[src/rtl/fetch_pkg.sv]
// -----------------------------------------------------------------------------
// fetch_pkg
// Shared definitions for the instruction-fetch front end: instruction width,
// bytes per instruction and the fetch state encoding.
// -----------------------------------------------------------------------------
package fetch_pkg;

    localparam int INSTR_W     = 32;
    localparam int INSTR_BYTES = 4;

    // IDLE: no request outstanding (queue full or waiting to start).
    // REQ : request outstanding whose response will be queued.
    // DROP: request outstanding whose response must be discarded (a redirect
    //       arrived while it was in flight).
    typedef enum logic [1:0] {
        IDLE = 2'd0,
        REQ  = 2'd1,
        DROP = 2'd2
    } fetch_state_t;

endpackage : fetch_pkg

[src/rtl/fetch_fifo.sv]
// -----------------------------------------------------------------------------
// fetch_fifo
// Synchronous DEPTH-entry queue with push, pop and clear. The head entry is
// read straight out of registered storage, so it is stable until popped.
//
// Ports:
//   clk, rst_n  clock, asynchronous active-low reset
//   clear_i     drop all entries (wins over push/pop in the same cycle)
//   push_i      write data_i at the tail (ignored when full and not popping)
//   data_i      entry to push
//   pop_i       remove the head entry (ignored when empty)
//   count_o     number of valid entries, 0..DEPTH
//   valid_o     queue is non-empty
//   head_o      head entry
// -----------------------------------------------------------------------------
module fetch_fifo #(
    parameter  int W     = 32,
    parameter  int DEPTH = 4,
    localparam int CNT_W = $clog2(DEPTH + 1),
    localparam int PTR_W = $clog2(DEPTH)
) (
    input  logic             clk,
    input  logic             rst_n,
    input  logic             clear_i,
    input  logic             push_i,
    input  logic [W-1:0]     data_i,
    input  logic             pop_i,
    output logic [CNT_W-1:0] count_o,
    output logic             valid_o,
    output logic [W-1:0]     head_o
);

    localparam logic [CNT_W-1:0] FULL_CNT = CNT_W'(DEPTH);

    logic [W-1:0]     mem_q [DEPTH];
    logic [PTR_W-1:0] wr_ptr_q, wr_ptr_d;
    logic [PTR_W-1:0] rd_ptr_q, rd_ptr_d;
    logic [CNT_W-1:0] count_q,  count_d;
    logic             do_push, do_pop;

    assign do_pop  = pop_i && (count_q != '0);
    assign do_push = push_i && ((count_q != FULL_CNT) || do_pop);

    // NOTE: every signal driven here gets a default first, so no path can
    // leave one unassigned and infer a latch.
    always_comb begin
        wr_ptr_d = wr_ptr_q;
        rd_ptr_d = rd_ptr_q;
        count_d  = count_q;
        if (clear_i) begin
            wr_ptr_d = '0;
            rd_ptr_d = '0;
            count_d  = '0;
        end else begin
            // DEPTH is a power of two, so the pointers wrap on overflow.
            if (do_push) wr_ptr_d = wr_ptr_q + PTR_W'(1);
            if (do_pop)  rd_ptr_d = rd_ptr_q + PTR_W'(1);
            if (do_push && !do_pop)      count_d = count_q + CNT_W'(1);
            else if (do_pop && !do_push) count_d = count_q - CNT_W'(1);
        end
    end

    // NOTE: state is updated with non-blocking assignments so every register
    // samples the pre-edge values, independent of statement order.
    // NOTE: the storage is reset as well, because the head is visible on the
    // outputs and must read as zero straight out of reset.
    always_ff @(posedge clk or negedge rst_n) begin
        if (!rst_n) begin
            wr_ptr_q <= '0;
            rd_ptr_q <= '0;
            count_q  <= '0;
            for (int i = 0; i < DEPTH; i++) mem_q[i] <= '0;
        end else begin
            wr_ptr_q <= wr_ptr_d;
            rd_ptr_q <= rd_ptr_d;
            count_q  <= count_d;
            if (do_push && !clear_i) mem_q[wr_ptr_q] <= data_i;
        end
    end

    assign count_o = count_q;
    assign valid_o = (count_q != '0);
    assign head_o  = mem_q[rd_ptr_q];

endmodule : fetch_fifo

[src/rtl/fetch_queue_unit.sv]
// -----------------------------------------------------------------------------
// fetch_queue_unit
// Instruction-fetch front end. Owns the PC, issues one request at a time to
// instruction memory over req/ack, and buffers returned words with their PCs
// in a DEPTH-entry queue that decode drains with valid/ready. A redirect
// flushes the queue and squashes any response still in flight.
//
// Ports:
//   clk          clock, all state on the rising edge
//   reset        asynchronous active-low reset
//   imem_req     request valid, held until imem_ack
//   imem_addr    request address, stable while imem_req=1
//   imem_ack     request accepted and data returned this cycle
//   imem_rdata   returned instruction word (valid with imem_ack)
//   redirect     flush and restart fetch at redirect_pc
//   redirect_pc  new PC, low two bits ignored
//   out_valid    queue head valid
//   out_ready    decode accepts the head
//   out_instr    head instruction
//   out_pc       head instruction's PC
// -----------------------------------------------------------------------------
module fetch_queue_unit
    import fetch_pkg::*;
#(
    parameter int                ADDR_W   = 64,
    parameter int                DEPTH    = 4,
    parameter logic [ADDR_W-1:0] RESET_PC = '0
) (
    input  logic               clk,
    input  logic               reset,
    output logic               imem_req,
    output logic [ADDR_W-1:0]  imem_addr,
    input  logic               imem_ack,
    input  logic [INSTR_W-1:0] imem_rdata,
    input  logic               redirect,
    input  logic [ADDR_W-1:0]  redirect_pc,
    output logic               out_valid,
    input  logic               out_ready,
    output logic [INSTR_W-1:0] out_instr,
    output logic [ADDR_W-1:0]  out_pc
);

    localparam int                CNT_W      = $clog2(DEPTH + 1);
    localparam int                ENTRY_W    = ADDR_W + INSTR_W;
    localparam logic [ADDR_W-1:0] PC_STEP    = ADDR_W'(INSTR_BYTES);
    localparam logic [ADDR_W-1:0] ALIGN_MASK = ~ADDR_W'(INSTR_BYTES - 1);
    localparam logic [CNT_W-1:0]  DEPTH_CNT  = CNT_W'(DEPTH);

    fetch_state_t      state_q, state_d;
    logic [ADDR_W-1:0] fetch_pc_q, fetch_pc_d;
    logic [ADDR_W-1:0] issue_addr_q, issue_addr_d;

    logic               q_push, q_pop, q_valid;
    logic [CNT_W-1:0]   q_count, cnt_after_pop;
    logic [ENTRY_W-1:0] q_head;
    logic [ADDR_W-1:0]  redirect_aligned;

    assign redirect_aligned = redirect_pc & ALIGN_MASK;
    assign q_pop            = q_valid && out_ready;
    // Occupancy once this cycle's pop has gone; decides whether to issue.
    assign cnt_after_pop    = q_count - CNT_W'(q_pop);

    always_comb begin
        state_d      = state_q;
        fetch_pc_d   = fetch_pc_q;
        issue_addr_d = issue_addr_q;
        q_push       = 1'b0;
        unique case (state_q)
            IDLE: begin
                if (redirect) begin
                    fetch_pc_d   = redirect_aligned;
                    issue_addr_d = redirect_aligned;
                    state_d      = REQ;
                end else if (cnt_after_pop < DEPTH_CNT) begin
                    issue_addr_d = fetch_pc_q;
                    state_d      = REQ;
                end
            end
            REQ: begin
                if (redirect) begin
                    fetch_pc_d = redirect_aligned;
                    if (imem_ack) begin
                        // Response retires now but is stale; restart at once.
                        issue_addr_d = redirect_aligned;
                    end else begin
                        // Request must stay up at the old address until acked.
                        state_d = DROP;
                    end
                end else if (imem_ack) begin
                    q_push     = 1'b1;
                    fetch_pc_d = fetch_pc_q + PC_STEP;
                    if ((cnt_after_pop + CNT_W'(1)) < DEPTH_CNT) begin
                        issue_addr_d = fetch_pc_d;
                    end else begin
                        state_d = IDLE;
                    end
                end
            end
            DROP: begin
                if (redirect) fetch_pc_d = redirect_aligned;
                // The queue was flushed on entry, so there is always room.
                if (imem_ack) begin
                    issue_addr_d = fetch_pc_d;
                    state_d      = REQ;
                end
            end
            default: state_d = IDLE;
        endcase
    end

    always_ff @(posedge clk or negedge reset) begin
        if (!reset) begin
            state_q      <= IDLE;
            fetch_pc_q   <= RESET_PC;
            issue_addr_q <= RESET_PC;
        end else begin
            state_q      <= state_d;
            fetch_pc_q   <= fetch_pc_d;
            issue_addr_q <= issue_addr_d;
        end
    end

    fetch_fifo #(
        .W     (ENTRY_W),
        .DEPTH (DEPTH)
    ) u_queue (
        .clk     (clk),
        .rst_n   (reset),
        .clear_i (redirect),
        .push_i  (q_push),
        .data_i  ({fetch_pc_q, imem_rdata}),
        .pop_i   (q_pop),
        .count_o (q_count),
        .valid_o (q_valid),
        .head_o  (q_head)
    );

    assign imem_req  = (state_q != IDLE);
    assign imem_addr = issue_addr_q;
    assign out_valid = q_valid;
    assign out_pc    = q_head[ENTRY_W-1:INSTR_W];
    assign out_instr = q_head[INSTR_W-1:0];

endmodule : fetch_queue_unit

[config.mk]
export PLATFORM = sky130hd
export DESIGN_NAME = fetch_queue_unit
export DESIGN_NICKNAME = d
export VERILOG_FILES = /design/src/rtl/fetch_pkg.sv /design/src/rtl/fetch_fifo.sv /design/src/rtl/fetch_queue_unit.sv
export SDC_FILE = /design/constraint.sdc
export NUM_CORES = 1
export LEC_CHECK = 0
export CORE_UTILIZATION = 28
export DETAILED_ROUTE_END_ITERATION = 6
export PLACE_DENSITY_LB_ADDON = 0.3
export SLEW_MARGIN = 10
export SYNTH_ARGS = -nofsm -noshare
export SYNTH_HDL_FRONTEND = slang
export SYNTH_SLANG_ARGS = --single-unit
export TNS_END_PERCENT = 10
[constraint.sdc]
create_clock -name clk -period 5.55 [get_ports clk]
set_clock_uncertainty 0.2 [all_clocks]
set_input_delay 1.11 -clock clk [delete_from_list [all_inputs] [get_ports clk]]
set_output_delay 1.11 -clock clk [all_outputs]
set_load 0.005 [all_outputs]
==> results of run 1 <==
## stage by stage
stage / utilization / instance area (um2) / hold WS, ns
global placement: 0.324 / 29800 / 0.256
global route: 0.347 / 31800 / 0.304
floorplan: - / 26000 / 0.245
detailed placement: 0.324 / 29800 / 0.266
CTS: 0.347 / 31800 / 0.279
finish: 0.347 / 31800 / 0.275
## metal layers
layer | share of wire | vias up
met2 | 0.46 | 699
met5 | 0.00085 | -
met3 | 0.079 | 182
met1 | 0.42 | 10100
met4 | 0.036 | 12
li1 | - | 8586
## power by group through the flow
stage / registers, mW / logic, mW / clock network (mW)
4_1_cts: 6.61 / 6.84 / 4.25
3_5_place_dp: 6.67 / 6.81 / 0
2_1_floorplan: 5.86 / 4.20 / 0
3_3_place_gp: 6.53 / 6.67 / 0
6_report: 6.62 / 6.76 / 4.14
5_1_grt: 6.83 / 7.33 / 4.39
## worst max-delay path, stage by stage, from the launching register on
cell and delay (ns):
dfrtp_4 1.09, buf_4 0.48, mux4_2 0.37, clkdlybuf4s50_1 0.50
## Yosys cell counts (11+ instances only)
| master | count | share of area |
|---|---|---|
| dfrtp_1 | 521 | 0.50 |
| mux2_2 | 325 | 0.14 |
| nand2_1 | 245 | 0.035 |
| o21ai_0 | 206 | 0.040 |
| mux4_2 | 96 | 0.083 |
| clkbuf_1 | 92 | 0.013 |
| buf_2 | 78 | 0.015 |
| nor2_1 | 75 | 0.011 |
| a21oi_1 | 65 | 0.013 |
| nand3_1 | 52 | 0.010 |
| nor3_1 | 43 | 0.0083 |
| mux2i_1 | 33 | 0.013 |
| inv_1 | 32 | 0.0046 |
| and3_1 | 22 | 0.0053 |
| nand4_1 | 21 | 0.0051 |
| a311oi_1 | 20 | 0.0067 |
| a31oi_1 | 18 | 0.0043 |
| a211oi_1 | 17 | 0.0049 |
| nor4_1 | 14 | 0.0034 |
| a21boi_0 | 13 | 0.0038 |
| o31ai_1 | 13 | 0.0038 |
| o32ai_1 | 13 | 0.0044 |
| a22o_1 | 12 | 0.0040 |
| buf_1 | 11 | 0.0016 |
| nand2b_1 | 11 | 0.0026 |
| o22ai_1 | 11 | 0.0026 |
## flip-flops by register name, summed over array words and instances (netlist names)
signal,flops
state_q,2
fetch_pc_q,64
u_queue.mem_q,384
u_queue.wr_ptr_q,2
u_queue.rd_ptr_q,2
u_queue.count_o,3
imem_addr,64
## cell families after synthesis
kind of cell,after synthesis
multiplexers,455
adder cells (fa/ha/maj),8
buffers and inverters,227
flip-flops,521
AO/OA/AOI/OAI,460
AND/OR/NAND/NOR,554
XOR/XNOR,12
## area by class of cell
cell class	count	area [um2]	area share
Sequential cell	521	13000	0.410
Clock buffer	86	1710	0.0537
Clock inverter	26	347	0.0109
Multi-Input combinational cell	1489	12000	0.377
Tap cell	1243	1560	0.0489
Inverter	33	124	0.00389
Timing Repair Buffer	307	3060	0.0961
## path summary, 6_finish.rpt
| kind | startpoint | endpoint | slack (ns) | cells after the start |
|---|---|---|---|---|
| max | u_queue.rd_ptr_q[1] | out_pc[7] | 1.10 | 3 |
| min | u_queue.mem_q[174] | u_queue.mem_q[174] | 0.27 | 2 |
| max reg2reg | fetch_pc_q[2] | imem_addr[56] | 1.76 | 7 |
| min reg2reg | u_queue.mem_q[174] | u_queue.mem_q[174] | 0.27 | 2 |
| max in group asynchronous | reset | u_queue.mem_q[293] | 3.56 | 2 |
| min in group asynchronous | reset | u_queue.mem_q[117] | 0.33 | 1 |
==> results.json, run 1 <==
{
  "period_share": 0.803,
  "grt.met3_usage": 0.0469,
  "antenna-diode-count": 0,
  "synth.yosys.seq_area_share": 0.502,
  "clock_power_share": 0.236,
  "p_sw_mw": 6.19,
  "coreArea_um2": 91800,
  "worst-setup-path-type": "reg2out",
  "synth_nets": 2346,
  "pwr-share-seq": 0.378,
  "power.density_nw_per_um2": 550,
  "io_buffers": 260,
  "synth-compound-area-share": 0.110,
  "syn-cell-area_um2": 26000,
  "fill_cells": 9028,
  "grt_max_degree": 136,
  "initial_utilization": 0.283,
  "setup_viol": 0,
  "synthArstFlopShare": 1.00,
  "synth-seq-cells": 521,
  "synth.distinct_cells": 84,
  "instances_no_fill": 3705,
  "syn_inst": 2237,
  "min_path_type": "reg2reg",
  "power.combinational.fraction": 0.386,
  "timing.final.ws_setup_ns": 1.10,
  "synth_top_family_by_area": "multiplexers",
  "nets": 2521,
  "drive_gt1_frac": 0.249,
  "p_sw_frac": 0.353,
  "synth_edf_count": 0,
  "drt_drc_violations_left": 0,
  "dr.first_iter.drc_count": 1480,
  "grt_pass1_wl_um": 126000,
  "slew_violations": 0,
  "grt_busiest_layer": "met2",
  "muxShareOfSynthArea": 0.237,
  "drt-vias-per-instance": 5.29,
  "routed_wirelength_um": 84300,
  "synth_area_per_cell_um2": 11.6,
  "outcome": "completed",
  "root_buffer": "clkbuf_16",
  "leakagePower_nw": 13.3,
  "clock_latency_ns": 0.64,
  "numCtsBuffers": 60,
  "cp-end-kind": "output port",
  "gp_congestion": 0.863,
  "detail-route-antenna-nets": 0,
  "period_minus_slack_ns": 4.45,
  "dp.cells": 3593,
  "grt_use_total": 0.176,
  "synthToLayoutAreaGrowth_pct": 22.5,
  "fp-row-count": 111,
  "grt_pass1_vias": 19800,
  "cts_hold_buf": 0,
  "die_h_um": 307,
  "dp_slack_ns": 1.02,
  "clock.fmax_mhz": 224,
  "clk_pin_slew_worst_paths_ns": 0.06,
  "rsz0062_at_grt": "no",
  "drt_first_pass_iters": 5,
  "die_w_um": 307,
  "hpwl_um": 57900,
  "worst_setup_path_start_kind": "flop",
  "drv_cap": 0,
  "final_common_cell": "dfrtp_1",
  "dieArea_um2": 94100,
  "cts_tree": "built",
  "most-common-layout-cells": "dfrtp_1 (518), mux2_2 (325), clkdlybuf4s50_1 (258), nand2_1 (245), o21ai_0 (206)",
  "hold_violations": 0,
  "power_mw": 17.5,
  "yosys.area_share.adder": 0.00414,
  "synthSimpleGateAreaFrac": 0.105,
  "postCtsSetupBuffers": 0,
  "yosys_most_used_dff": "dfrtp_1",
  "relSlewSlack": 0.191,
  "use_met1": 0.234,
  "vias": 19600,
  "use_met2": 0.276,
  "wl_per_cell_um": 22.8,
  "cts.sinks": 521,
  "synth_warnings": 0,
  "clk_path_buf_depth": 3,
  "io_pins": 263,
  "antenna_found_initial": 8,
  "worst_ep_required_time_ns": 4.24,
  "peakVddDrop_mv": 0.297,
  "worstPathMaxFanout": 52,
  "tns_ns": 0,
  "arrival_ns": 3.14,
  "cts_max_level": 2,
  "grt-ovfl-total": 0,
  "worstMarginPinSlew_ns": 1.20,
  "cts-resized-gates": 0,
  "p_int_mw": 11.3,
  "synth-xor-area-share": 0.00433
}
(Power assumes the default switching activity.)
==> run 2: changes to the inputs <==
==> constraint.sdc (replaced) <==
create_clock -name clk -period 4.2 [get_ports clk]
set_clock_uncertainty 0.2 [all_clocks]
set_input_delay 0.84 -clock clk [delete_from_list [all_inputs] [get_ports clk]]
set_output_delay 0.84 -clock clk [all_outputs]
set_load 0.005 [all_outputs]
==> results.json, run 2 (synthesis gave the netlist of run 1 again) <==
{
  "reg2reg_depth": 11,
  "initial_utilization": 0.283,
  "hold_violations": 0,
  "grt_pass1_vias": 20400,
  "r2r_slack_ns": 0.75,
  "nets": 2553,
  "die_h_um": 307,
  "setup_viol": 0,
  "gp_congestion": 0.865,
  "routed_wirelength_um": 85600,
  "root_buffer": "clkbuf_16",
  "largest_reg_flops": 384,
  "dieArea_um2": 94100,
  "drive_gt1_frac": 0.258,
  "grt_pass1_wl_um": 129000,
  "dp.cells": 3624,
  "r2r_start": "u_queue.count_o[1]",
  "grt_use_total": 0.180,
  "outcome": "completed",
  "io_buffers": 260,
  "power.density_nw_per_um2": 724,
  "dr.first_iter.drc_count": 1356,
  "worst_ep_required_time_ns": 3.16,
  "tns_ns": 0,
  "clk_path_buf_depth": 3,
  "cts-resized-gates": 0,
  "period_minus_slack_ns": 3.67,
  "hpwl_um": 59500,
  "dp_slack_ns": 0.308,
  "r2r-end": "imem_addr[30]",
  "cts_max_level": 2,
  "drt-vias-per-instance": 5.28,
  "io_pins": 263,
  "p_int_mw": 15.2,
  "slew_violations": 0,
  "cp-end-kind": "output port",
  "wl_per_cell_um": 22.9,
  "peakVddDrop_mv": 0.395,
  "numCtsBuffers": 61,
  "p_sw_mw": 8.20,
  "antenna_found_initial": 5,
  "clk_pin_slew_worst_paths_ns": 0.06,
  "cts_hold_buf": 0,
  "coreArea_um2": 91800,
  "placed_area_um2": 30200,
  "synthToLayoutAreaGrowth_pct": 24.1,
  "grt-ovfl-total": 0,
  "fp-row-count": 111,
  "power.combinational.fraction": 0.393,
  "drt_drc_violations_left": 0,
  "pwr-share-seq": 0.371,
  "arrival_ns": 2.63,
  "clock.fmax_mhz": 273,
  "cts_tree": "built",
  "final_common_cell": "dfrtp_1",
  "cts.sinks": 521,
  "largest_register": "u_queue.mem_q",
  "relSlewSlack": 0.430,
  "drt_first_pass_iters": 7,
  "period_share": 0.873,
  "min_path_type": "in2async",
  "worstPathMaxFanout": 32,
  "drv_cap": 0,
  "detail-route-antenna-nets": 0,
  "most-common-layout-cells": "dfrtp_1 (518), mux2_2 (325), clkdlybuf4s50_1 (258), nand2_1 (245), o21ai_0 (206)",
  "postCtsSetupBuffers": 0,
  "worstMarginPinSlew_ns": 0.854,
  "instances_no_fill": 3737,
  "clock_power_share": 0.235,
  "rsz0062_at_grt": "no",
  "worst_setup_path_start_kind": "flop",
  "vias": 19700,
  "die_w_um": 307,
  "finalHoldWorstSlack_ns": 0.0857,
  "grt_max_degree": 96,
  "worst-setup-path-type": "reg2out",
  "p_sw_frac": 0.351,
  "clock_latency_ns": 0.63,
  "timing.final.ws_setup_ns": 0.533,
  "stdcell_area_um2": 32300,
  "leakagePower_nw": 13.5
}
-- run 2: layout make-up --
type / count / area, um2
timing repair buffer: 338 / 3470
multi-input combinational: 1489 / 12000
antenna: 3 / 7.51
sequential: 521 / 13000
inverter: 33 / 124
clock buffer: 85 / 1750
fill: 8940 / 59500
tap: 1243 / 1560
clock inverter: 25 / 320
-- run 2: how the worst max path moves through the flow --
stage | from | end
global placement | out_ready | imem_addr[30]
CTS | u_queue.rd_ptr_q[0] | out_pc[21]
detailed placement | out_ready | imem_addr[30]
global route | state_q[0] | imem_req
floorplan | out_ready | imem_addr[45]
finish | state_q[0] | imem_req
-- run 2: through the flow --
step,power (mW),utilization
after floorplan,13.3,-
after global routing,24.7,0.351
final,23.4,0.351
after detailed placement,18.0,0.329
after global placement,17.6,0.329
after CTS,23.6,0.351
-- run 2: critical path, stage by stage (launching register included) --
cell	delay [ns]
dfrtp_2	0.78
inv_1	0.37
nand2_1	0.29
clkdlybuf4s50_1	0.55
-- run 2: per-layer routing --
| layer | up-vias | part of all wire | global-route usage |
|---|---|---|---|
| li1 | 8672 | - | - |
| met2 | 716 | 0.47 | 0.293 |
| met4 | 2 | 0.026 | 0.0551 |
| met5 | - | 0.00016 | 0 |
| met3 | 140 | 0.072 | 0.0402 |
| met1 | 10200 | 0.43 | 0.236 |
-- run 2: power groups by stage --
stage          Combinational [mW]  Clock (mW)  Sequential, mW
6_report                     9.19        5.49            8.68
5_1_grt                      9.95        5.84            8.96
4_1_cts                      9.31        5.64            8.68
3_5_place_dp                 9.27           0            8.76
3_3_place_gp                 9.07           0            8.55
2_1_floorplan                5.55           0            7.75
==> run 3: changes to the inputs <==
--- a/config.mk
+++ b/config.mk
@@ -5,6 +5,8 @@
 export SDC_FILE = /design/constraint.sdc
 export NUM_CORES = 1
 export LEC_CHECK = 0
+export CELL_PAD_IN_SITES_DETAIL_PLACEMENT = 1
+export CELL_PAD_IN_SITES_GLOBAL_PLACEMENT = 2
 export CORE_UTILIZATION = 28
 export DETAILED_ROUTE_END_ITERATION = 6
 export PLACE_DENSITY_LB_ADDON = 0.3
==> constraint.sdc (replaced) <==
create_clock -name clk -period 4.1 [get_ports clk]
set_clock_uncertainty 0.2 [all_clocks]
set_input_delay 0.82 -clock clk [delete_from_list [all_inputs] [get_ports clk]]
set_output_delay 0.82 -clock clk [all_outputs]
set_load 0.005 [all_outputs]
==> results.json, run 3 (synthesis gave the netlist of run 1 again) <==
{
  "fp-row-count": 111,
  "numCtsBuffers": 66,
  "grt_pass1_vias": 21100,
  "grt_pass1_wl_um": 138000,
  "clock.fmax_mhz": 261,
  "cp_slowest_cell": "dfrtp_4",
  "most-common-layout-cells": "dfrtp_1 (518), mux2_2 (325), clkdlybuf4s50_1 (258), nand2_1 (245), o21ai_0 (206)",
  "pwr-share-seq": 0.368,
  "rsz0062_at_grt": "no",
  "postCtsSetupBuffers": 0,
  "outcome": "completed",
  "cts_hold_buf": 0,
  "worst_setup_path_start_kind": "flop",
  "period_share": 0.935,
  "grt_max_degree": 141,
  "drt_drc_violations_left": 0,
  "worst_ep_required_time_ns": 3.08,
  "tns_ns": 0,
  "peakVddDrop_mv": 0.307,
  "worstMarginPinSlew_ns": 0.917,
  "largest_register": "u_queue.mem_q",
  "root_buffer": "clkbuf_16",
  "initial_utilization": 0.283,
  "grt-ovfl-total": 0,
  "drt-vias-per-instance": 5.22,
  "regArea_um2": 13000,
  "drt_first_pass_iters": 5,
  "final_common_cell": "dfrtp_1",
  "cp-end-kind": "output port",
  "power_mw": 24.4,
  "detail-route-antenna-nets": 0,
  "crit_path_cell_trace": "buf_4 > mux4_2 > clkdlybuf4s50_1",
  "routed_wirelength_um": 91300,
  "min_path_type": "in2async",
  "critPathTopFamily": "buffers and inverters",
  "nets": 2557,
  "cts-resized-gates": 0,
  "crit_buf_inv": 2,
  "clock_power_share": 0.244,
  "clk_path_buf_depth": 3,
  "p_sw_mw": 8.63,
  "cts_tree": "built",
  "dieArea_um2": 94100,
  "cts.sinks": 521,
  "clock_latency_ns": 0.61,
  "die_w_um": 307,
  "vias": 19600,
  "fill_cells": 9892,
  "largest_reg_flops": 384,
  "wl_per_cell_um": 24.4,
  "power.combinational.fraction": 0.388,
  "dr.first_iter.drc_count": 1068,
  "p_sw_frac": 0.354,
  "gp_congestion": 0.821,
  "drive_gt1_frac": 0.260,
  "drv_cap": 0,
  "slew_violations": 0,
  "arrival_ns": 2.81,
  "synthToLayoutAreaGrowth_pct": 24.9,
  "die_h_um": 307,
  "setup_viol": 0,
  "hpwl_um": 63700,
  "cts_max_level": 3,
  "io_pins": 263,
  "p_int_mw": 15.7,
  "power.density_nw_per_um2": 751,
  "grt_use_total": 0.194,
  "period_minus_slack_ns": 3.83,
  "worstPathMaxFanout": 28,
  "io_buffers": 260,
  "worst-setup-path-type": "reg2out",
  "hold_violations": 0,
  "coreArea_um2": 91800,
  "clk_pin_slew_worst_paths_ns": 0.06,
  "leakagePower_nw": 13.6,
  "multi_input_area_um2": 12000,
  "antenna_found_initial": 1,
  "cp_slowest_stage_delay_ns": 0.81,
  "relSlewSlack": 0.388
}
run 3: cell types whose count changed in the layout (fill, tap and decap cells not counted), sizes merged:
cell	before	now
bufinv	7	5
clkbuf	85	93
inv	34	38
clkinvlp	2	0
diode	3	5
buf	80	79
run 3: path summary, 6_finish.rpt:
kind	startpoint	end	slack, ns	cells past startpoint
max in group asynchronous	reset	u_queue.mem_q[258]	2.55	2
max	u_queue.rd_ptr_q[1]	out_pc[54]	0.27	3
min	reset	u_queue.mem_q[307]	0.05	1
min in group clk	u_queue.mem_q[49]	u_queue.mem_q[49]	0.27	2
min reg2reg	u_queue.mem_q[49]	u_queue.mem_q[49]	0.27	2
max reg2reg	u_queue.count_o[1]	imem_addr[14]	0.57	10
run 3: cell type report:
class,count,share of cell area
diodes,5,0.000385
clock buffers,93,0.0587
clock inverters,25,0.00921
inverters,33,0.00382
multi-input cells,1489,0.370
flip-flops and latches,521,0.402
well taps,1243,0.0479
repair buffers,337,0.109
run 3: metal layers:
| layer | track usage | wire [um] | vias to the layer above |
|---|---|---|---|
| met4 | 0.0657 | 2780 | 0 |
| li1 | - | - | 8693 |
| met1 | 0.264 | 41500 | 10200 |
| met2 | 0.311 | 42600 | 481 |
| met5 | 0 | 0 | - |
| met3 | 0.0361 | 4400 | 155 |
run 3: stage by stage:
stage / cell area [um2] / worst slack, ns / util / std cells / hold WS [ns]
after floorplan: 26000 / 0.923 / - / 2237 / 0.245
after global placement: 30300 / 0.115 / 0.330 / 3623 / 0.256
after detailed placement: 30300 / 0.126 / 0.330 / 3623 / 0.266
after CTS: 32500 / 0.188 / 0.354 / 3741 / 0.0691
after global routing: 32500 / 0.127 / 0.354 / 3741 / 0.102
final: 32500 / 0.267 / 0.354 / 3746 / 0.0545
run 3: worst reg2reg max path, cell delays in order, from the launching register on:
cell and delay (ns):
dfrtp_1 0.41, or3_1 0.42, and2_1 0.20, ha_1 0.18, ha_1 0.26, nor2_1 0.15, nand2_1 0.10, mux2_2 0.30
o21a_1 0.73, o311ai_0 0.30, o21a_1 0.17
run 3: power groups by stage:
stage                     Sequential [mW]  Clock, mW  Combinational, mW
after global placement               8.84          0               9.36
after detailed placement             9.06          0               9.59
after CTS                            8.98       6.14               9.64
after floorplan                      7.94          0               5.68
final                                8.97       5.95               9.46
after global routing                 9.27       6.31               10.3
